<file path="config.mk">
export PLATFORM = sky130hd
export DESIGN_NAME = instr_fetch
export DESIGN_NICKNAME = d
export VERILOG_FILES = /design/src/rtl/instr_fetch.sv
export SDC_FILE = /design/constraint.sdc
export NUM_CORES = 1
export LEC_CHECK = 0
export ABC_AREA = 1
export ABC_CLOCK_PERIOD_IN_PS = 1500
export CAP_MARGIN = 20
export CELL_PAD_IN_SITES_DETAIL_PLACEMENT = 1
export CELL_PAD_IN_SITES_GLOBAL_PLACEMENT = 1
export CORE_ASPECT_RATIO = 2
export CORE_MARGIN = 5
export CORE_UTILIZATION = 30
export CTS_BUF_LIST = sky130_fd_sc_hd__clkbuf_4 sky130_fd_sc_hd__clkbuf_8
export DETAILED_ROUTE_END_ITERATION = 8
export PLACE_DENSITY_LB_ADDON = 0.1
export SLEW_MARGIN = 20
export SYNTH_ARGS = -nofsm -noshare
export SYNTH_HDL_FRONTEND = slang
export SYNTH_SLANG_ARGS = --single-unit
export TNS_END_PERCENT = 30
</file>
<file path="constraint.sdc">
create_clock -name clk -period 1.5 [get_ports clk]
set_clock_uncertainty 0.2 [all_clocks]
set_input_delay 0.15 -clock clk [delete_from_list [all_inputs] [get_ports clk]]
set_output_delay 0.15 -clock clk [all_outputs]
set_load 0.02 [all_outputs]
</file>
<file path="src/rtl/instr_fetch.sv">
// Instruction fetch: PC sequencing, one-entry instruction holding register, and HALT detection.
// Latency: a fetch accepted in cycle N appears on instr/instr_valid in cycle N+1; zero-wait memory gives one instruction per cycle.
// Backpressure: stall with a valid instruction held withdraws imem_req and freezes instr/pc; branch_taken drops any response that cycle.
module instr_fetch #(
  parameter logic [15:0] RESET_PC = 16'h0000
) (
  input  logic        clk,
  input  logic        rst_n,
  output logic        imem_req,
  output logic [15:0] imem_addr,
  input  logic        imem_rdy,
  input  logic [15:0] imem_rdata,
  input  logic        stall,
  input  logic        branch_taken,
  input  logic [15:0] branch_target,
  output logic [15:0] instr,
  output logic [4:0]  opcode,
  output logic        instr_valid,
  output logic [15:0] pc,
  output logic        halted
);

  typedef enum logic {
    FETCH  = 1'b0,
    HALTED = 1'b1
  } state_t;

  // Fetch pointer is always halfword aligned.
  localparam logic [15:0] RESET_FPC = RESET_PC & 16'hFFFE;

  state_t      state;
  logic [15:0] fpc;
  logic        accept;
  logic        consume;

  // Request only when the holding register is free (or draining this cycle) and no redirect is pending.
  // Gating with rst_n drops the request the instant reset asserts.
  assign imem_req  = rst_n && (state == FETCH) && (!instr_valid || !stall) && !branch_taken;
  assign imem_addr = fpc;
  assign accept    = imem_req && imem_rdy;
  assign consume   = instr_valid && !stall;
  assign opcode    = instr[15:11];

  // Fetch sequencing: redirect beats fetch, fetch beats plain consumption; HALTED only drains the held word.
  always_ff @(posedge clk or negedge rst_n) begin
    if (!rst_n) begin
      state       <= FETCH;
      fpc         <= RESET_FPC;
      instr       <= 16'h0000;
      pc          <= RESET_PC;
      instr_valid <= 1'b0;
      halted      <= 1'b0;
    end else if (state == FETCH) begin
      if (branch_taken) begin
        fpc         <= branch_target & 16'hFFFE;
        instr_valid <= 1'b0;
      end else if (accept) begin
        instr       <= imem_rdata;
        pc          <= fpc;
        instr_valid <= 1'b1;
        fpc         <= fpc + 16'd2;
        if (imem_rdata[15:11] == 5'b00000) begin
          state  <= HALTED;
          halted <= 1'b1;
        end
      end else if (consume) begin
        instr_valid <= 1'b0;
      end
    end else begin
      if (consume) begin
        instr_valid <= 1'b0;
      end
    end
  end

endmodule

</file>
* Word level (Yosys, flattened, before mapping)
Cells that the tools add are included.
** Cells by class
- Multiply operators :: 0
- Reductions and logical operators :: 14
- Equal/unequal tests :: 0
- $add $sub $neg :: 1
- Shift-type cells :: 0
- Mux-type cells :: 10
- $lt $le $gt $ge :: 0
- Bitwise logic cells :: 2
- Div/mod/pow operators :: 0
** Operators with widths (count)
- $mux 16 :: 2
- $add 16x2->16 const B :: 1
- $mux 1 :: 8
- $logic_and 1x1->1 :: 5
- $logic_not 5->1 :: 1
- $reduce_and 4->1 :: 1
- $logic_not 1->1 :: 3
- $reduce_and 3->1 :: 1
- $not 1->1 :: 2
- $reduce_and 2->1 :: 1
- $reduce_bool 2->1 :: 1
- $logic_or 1x1->1 :: 1
** Word-level totals
- ROM bits :: 0
- Memories kept :: 0
- Output and inout bits :: 56
- Latch bits :: 0
- Memory bits (writable) :: 0
- Register bits after elaboration :: 51

* Logic depth before layout (Yosys ltp)
- Depth after elaboration :: 8
- Depth in mapped cells :: 9
- Gate-level depth less buffers :: 9

* Worst setup path before layout
No wires, ideal clock.
- Path type :: register to register
- Start :: register fpc[2] (netlist: imem_addr[2])
- End :: register fpc[9] (netlist: imem_addr[9])
- Data arrival time :: 1.350 ns
- Clock period less this slack :: 1.670 ns
- Stages on the path, launching flop included :: 9
- Setup slack :: -0.170 ns
- Data required time :: 1.180 ns
- Cell sequence :: dfrtp_1 > ha_1 > nand2_1 > nor2_1 > nand2_1 > nand2_1 > nand2_1 > o21ai_0 > inv_1
** Between the ends
- Longest elaborated chain between the ends :: 3
** RTL lines
- start: declaration :: line 32 : logic [15:0] fpc;
- start signal: assignment :: line 55 : fpc <= branch_target & 16'hFFFE;
- start signal: assignment :: line 61 : fpc <= fpc + 16'd2;
- $add 16x2->16 :: line 61
- $mux 16 :: line 57 : end else if (accept) begin
- $mux 16 :: line 54 : if (branch_taken) begin
No other way between the ends. The select of a mux whose other input is x is not followed.
A chain may end at the register's enable or synchronous reset.

* Final worst setup path
- Start :: register state
- End :: register instr[10]
** Between the ends
- Longest elaborated chain between the ends :: 6
** RTL lines
- start: declaration :: line 31 : state_t state;
- start signal: assignment :: line 47 : state <= FETCH;
- start signal: assignment :: line 63 : state <= HALTED;
- $not 1->1 (no source line) (*)
- $logic_and 1x1->1 (3 in series) :: line 38 : assign imem_req = rst_n && (state == FETCH) && (!instr_valid || !stall) && !branch_taken;
- $logic_and 1x1->1 :: line 40 : assign accept = imem_req && imem_rdy;
- $reduce_and 3->1 (no source line) (*)
- end signal: assignment :: line 58 : instr <= imem_rdata;
- end: declaration :: line 16 : output logic [15:0] instr,
Mark *: on every way between the ends. The rest lies on a longest branch, timed or not.

==> results.sh <==
export IMPL_synth_top_area_cell="dfrtp_1"
export IMPL_layout_drive_gt1_share=0.233
export IMPL_hold_path_class="in -> reg"
export IMPL_dp_cells=479
export IMPL_cts_tree="built"
export IMPL_cts_clk_slew_worst_paths_ps=90
export IMPL_nets=428
export IMPL_fin_area_mm2=0.00375
export IMPL_relSlewSlack=0.581
export IMPL_placed_cell_area_mm2=0.00363
export IMPL_ys_flop_type="dfrtp_1"
export IMPL_setup_tns_ps=-1910
export IMPL_portBuffers=89
export IMPL_yosys_area_top_type_share=0.496
export IMPL_async_flop_share=1.00
export IMPL_crit_required_ps=1500
export IMPL_post_drt_wl_per_cell_um=15.6
export IMPL_critical_path_class="reg -> reg"
export IMPL_r2r_start="state"
export IMPL_tightest_slew_ps=629
export IMPL_final_common_cell="nand2_1"
export IMPL_grt_pass1_wl_mm=12.3
export IMPL_core_mm2=0.00817
export IMPL_syn_area_per_cell_um2=8.98
export IMPL_arrival_ps=1620
export IMPL_drt_wl_total_mm=7.64
export IMPL_hold_viol_final=0
export IMPL_holdPathEnd="imem_addr[2]"
export IMPL_track_usage=0.157
export IMPL_end_kind="flip-flop"
export IMPL_fin_ws_ps=-115
export IMPL_cts_htree_levels=2
export IMPL_start_util=0.302
export IMPL_cts_buffers=5
export IMPL_final_fill_count=970
export IMPL_synth_warnings=0
export IMPL_startpoint_type="flip-flop"
export IMPL_drv_slew=0
export IMPL_multiInputGateArea_mm2=0.00109
export IMPL_status="complete, but fails checks"
export IMPL_syn_inst=275
export IMPL_hold_depth=3
export IMPL_ant_nets=0
export IMPL_fmax_ghz=0.619
export IMPL_rrSetupSlack_ps=-110
export IMPL_place_congestion=0.769
export IMPL_yosys_top_cells_area="dfrtp_1 50%, nand2_1 11%, mux2_4 9.7%"
export IMPL_rr_endpoint="instr[10]"
export IMPL_antenna_found_initial=0
export IMPL_cp_max_fo=21
export IMPL_first_global_vias=2447
export IMPL_viasPerCell=4.67
export IMPL_rsz0062_at_grt="yes"
export IMPL_r2r_cells=5
export IMPL_syn_area_mm2=0.00247
export IMPL_rows=47
export IMPL_fin_crit_sh=1.08
export IMPL_ys_ff_latch=49
export IMPL_overflow=0
export IMPL_insertion_delay_ps=310
export IMPL_drt_first_pass_iters=4
export IMPL_diodes=0
export IMPL_cts_sinks=49
export IMPL_p_total_mw=2.61
export IMPL_drv_cap=0
export IMPL_period_needed_ps=1610
export IMPL_p_per_area_mw_per_mm2=694
export IMPL_seq_area_mm2=0.00123
export IMPL_layout_common_cells="72 x nand2_1, 42 x dfrtp_1, 42 x dlygate4sd2_1"
export IMPL_finalNonFillerCells=489
export IMPL_io_pins=93
export IMPL_final_core_util=0.459
export IMPL_min_delay_start="branch_target[2]"
export IMPL_drc=0
export IMPL_drt_iter0_markers=47
export IMPL_grt_max_degree=50
export IMPL_violations="setup timing"
export IMPL_die_area_mm2=0.0103
export IMPL_dp_hpwl_mm=5.96
export IMPL_vias=2286
export IMPL_finalSetupViolations=25
export IMPL_dieWidth_um=74.2
export IMPL_die_h_um=138
export IMPL_vdd_ir_drop_worst_uv=326
export IMPL_synth_cell_types=27
export IMPL_power_leakage_nw=1.97
export IMPL_cts_root_buf="clkbuf_8"
export IMPL_cts_buffer_depth=2
export IMPL_ys_seq_area_frac=0.496
export IMPL_synth_edf_count=0
export IMPL_synthToLayoutAreaGrowth_pct=51.9
synth_stat cells, types with 2 or more instances:
cell       n
nor2_1    25
o211ai_1   2
dfrtp_1   49
nand2_1   73
nand4_1    6
inv_1     22
o21ai_0   25
mux2_4    16
nand3_1   15
inv_2      2
buf_4      8
clkbuf_1   2
a21oi_1    8
buf_2      3
buf_6      5
o21bai_1   3
through the flow:
stage / hold WS (ps) / setup WS (ps)
after floorplan: -346 / -4.62
after CTS: 204 / -160
after detailed placement: 266 / -326
after global placement: 265 / -317
after global routing: 204 / -170
final: 208 / -115
critical path, stage by stage, from the launching register on:
cell and delay [ps]:
dfrtp_1 400, nor2_2 100, buf_4 120, nand4_4 140, buf_12 220, mux2_4 300
report_power, final:
part / internal, mW / switching [mW] / total (mW)
combinational: 0.197 / 0.201 / 0.398
clock: 0.348 / 0.471 / 0.818
sequential: 1.36 / 0.0313 / 1.39
worst max path at each step:
stage                 start           end  slack [ps]  depth (start not counted)
2_1_floorplan  imem_addr[4]  imem_addr[8]          -5                          7
3_5_place_dp   branch_taken      imem_req        -330                          4
4_1_cts         instr_valid      imem_req        -160                          3
5_1_grt               state      instr[3]        -170                          5
3_3_place_gp   branch_taken      imem_req        -320                          4
6_report              state     instr[10]        -110                          5
per-layer routing:
layer	up-vias	part of all wire	wire length, um	track usage
met4	0	0.023	178	0.0592
met5	-	0	0	0
li1	1115	-	-	-
met1	1099	0.37	2820	0.167
met3	12	0.049	377	0.0276
met2	60	0.56	4260	0.291
final cells by class:
| class | count | area share |
|---|---|---|
| inverter | 24 | 0.0247 |
| clock inverter | 2 | 0.00400 |
| tap | 98 | 0.0327 |
| multi-input combinational | 185 | 0.291 |
| clock buffer | 6 | 0.0203 |
| timing repair buffer | 125 | 0.298 |
| sequential | 49 | 0.329 |
registers in the layout, indices dropped and copies added (netlist names):
signal	flops
halted	1
imem_addr	15
instr	16
instr_valid	1
pc	15
state	1
timing repair:
action	in CTS	in global routing
resized for setup	92	18
endpoints found under the hold margin	49	0
setup endpoints to repair	83	57
buffers inserted	2	1
pin swaps	2	2
hold buffers	1	0
cell families after synthesis:
family	Yosys count	share of synthesized area
AND/OR/NAND/NOR	124	0.215
flip-flops	49	0.496
AO/OA/AOI/OAI	42	0.0922
buffers and inverters	42	0.0927
multiplexers	16	0.0973
adder cells (fa/ha/maj)	1	0.00507
other	1	0.00152
Power figures use the tool's default switching activity.
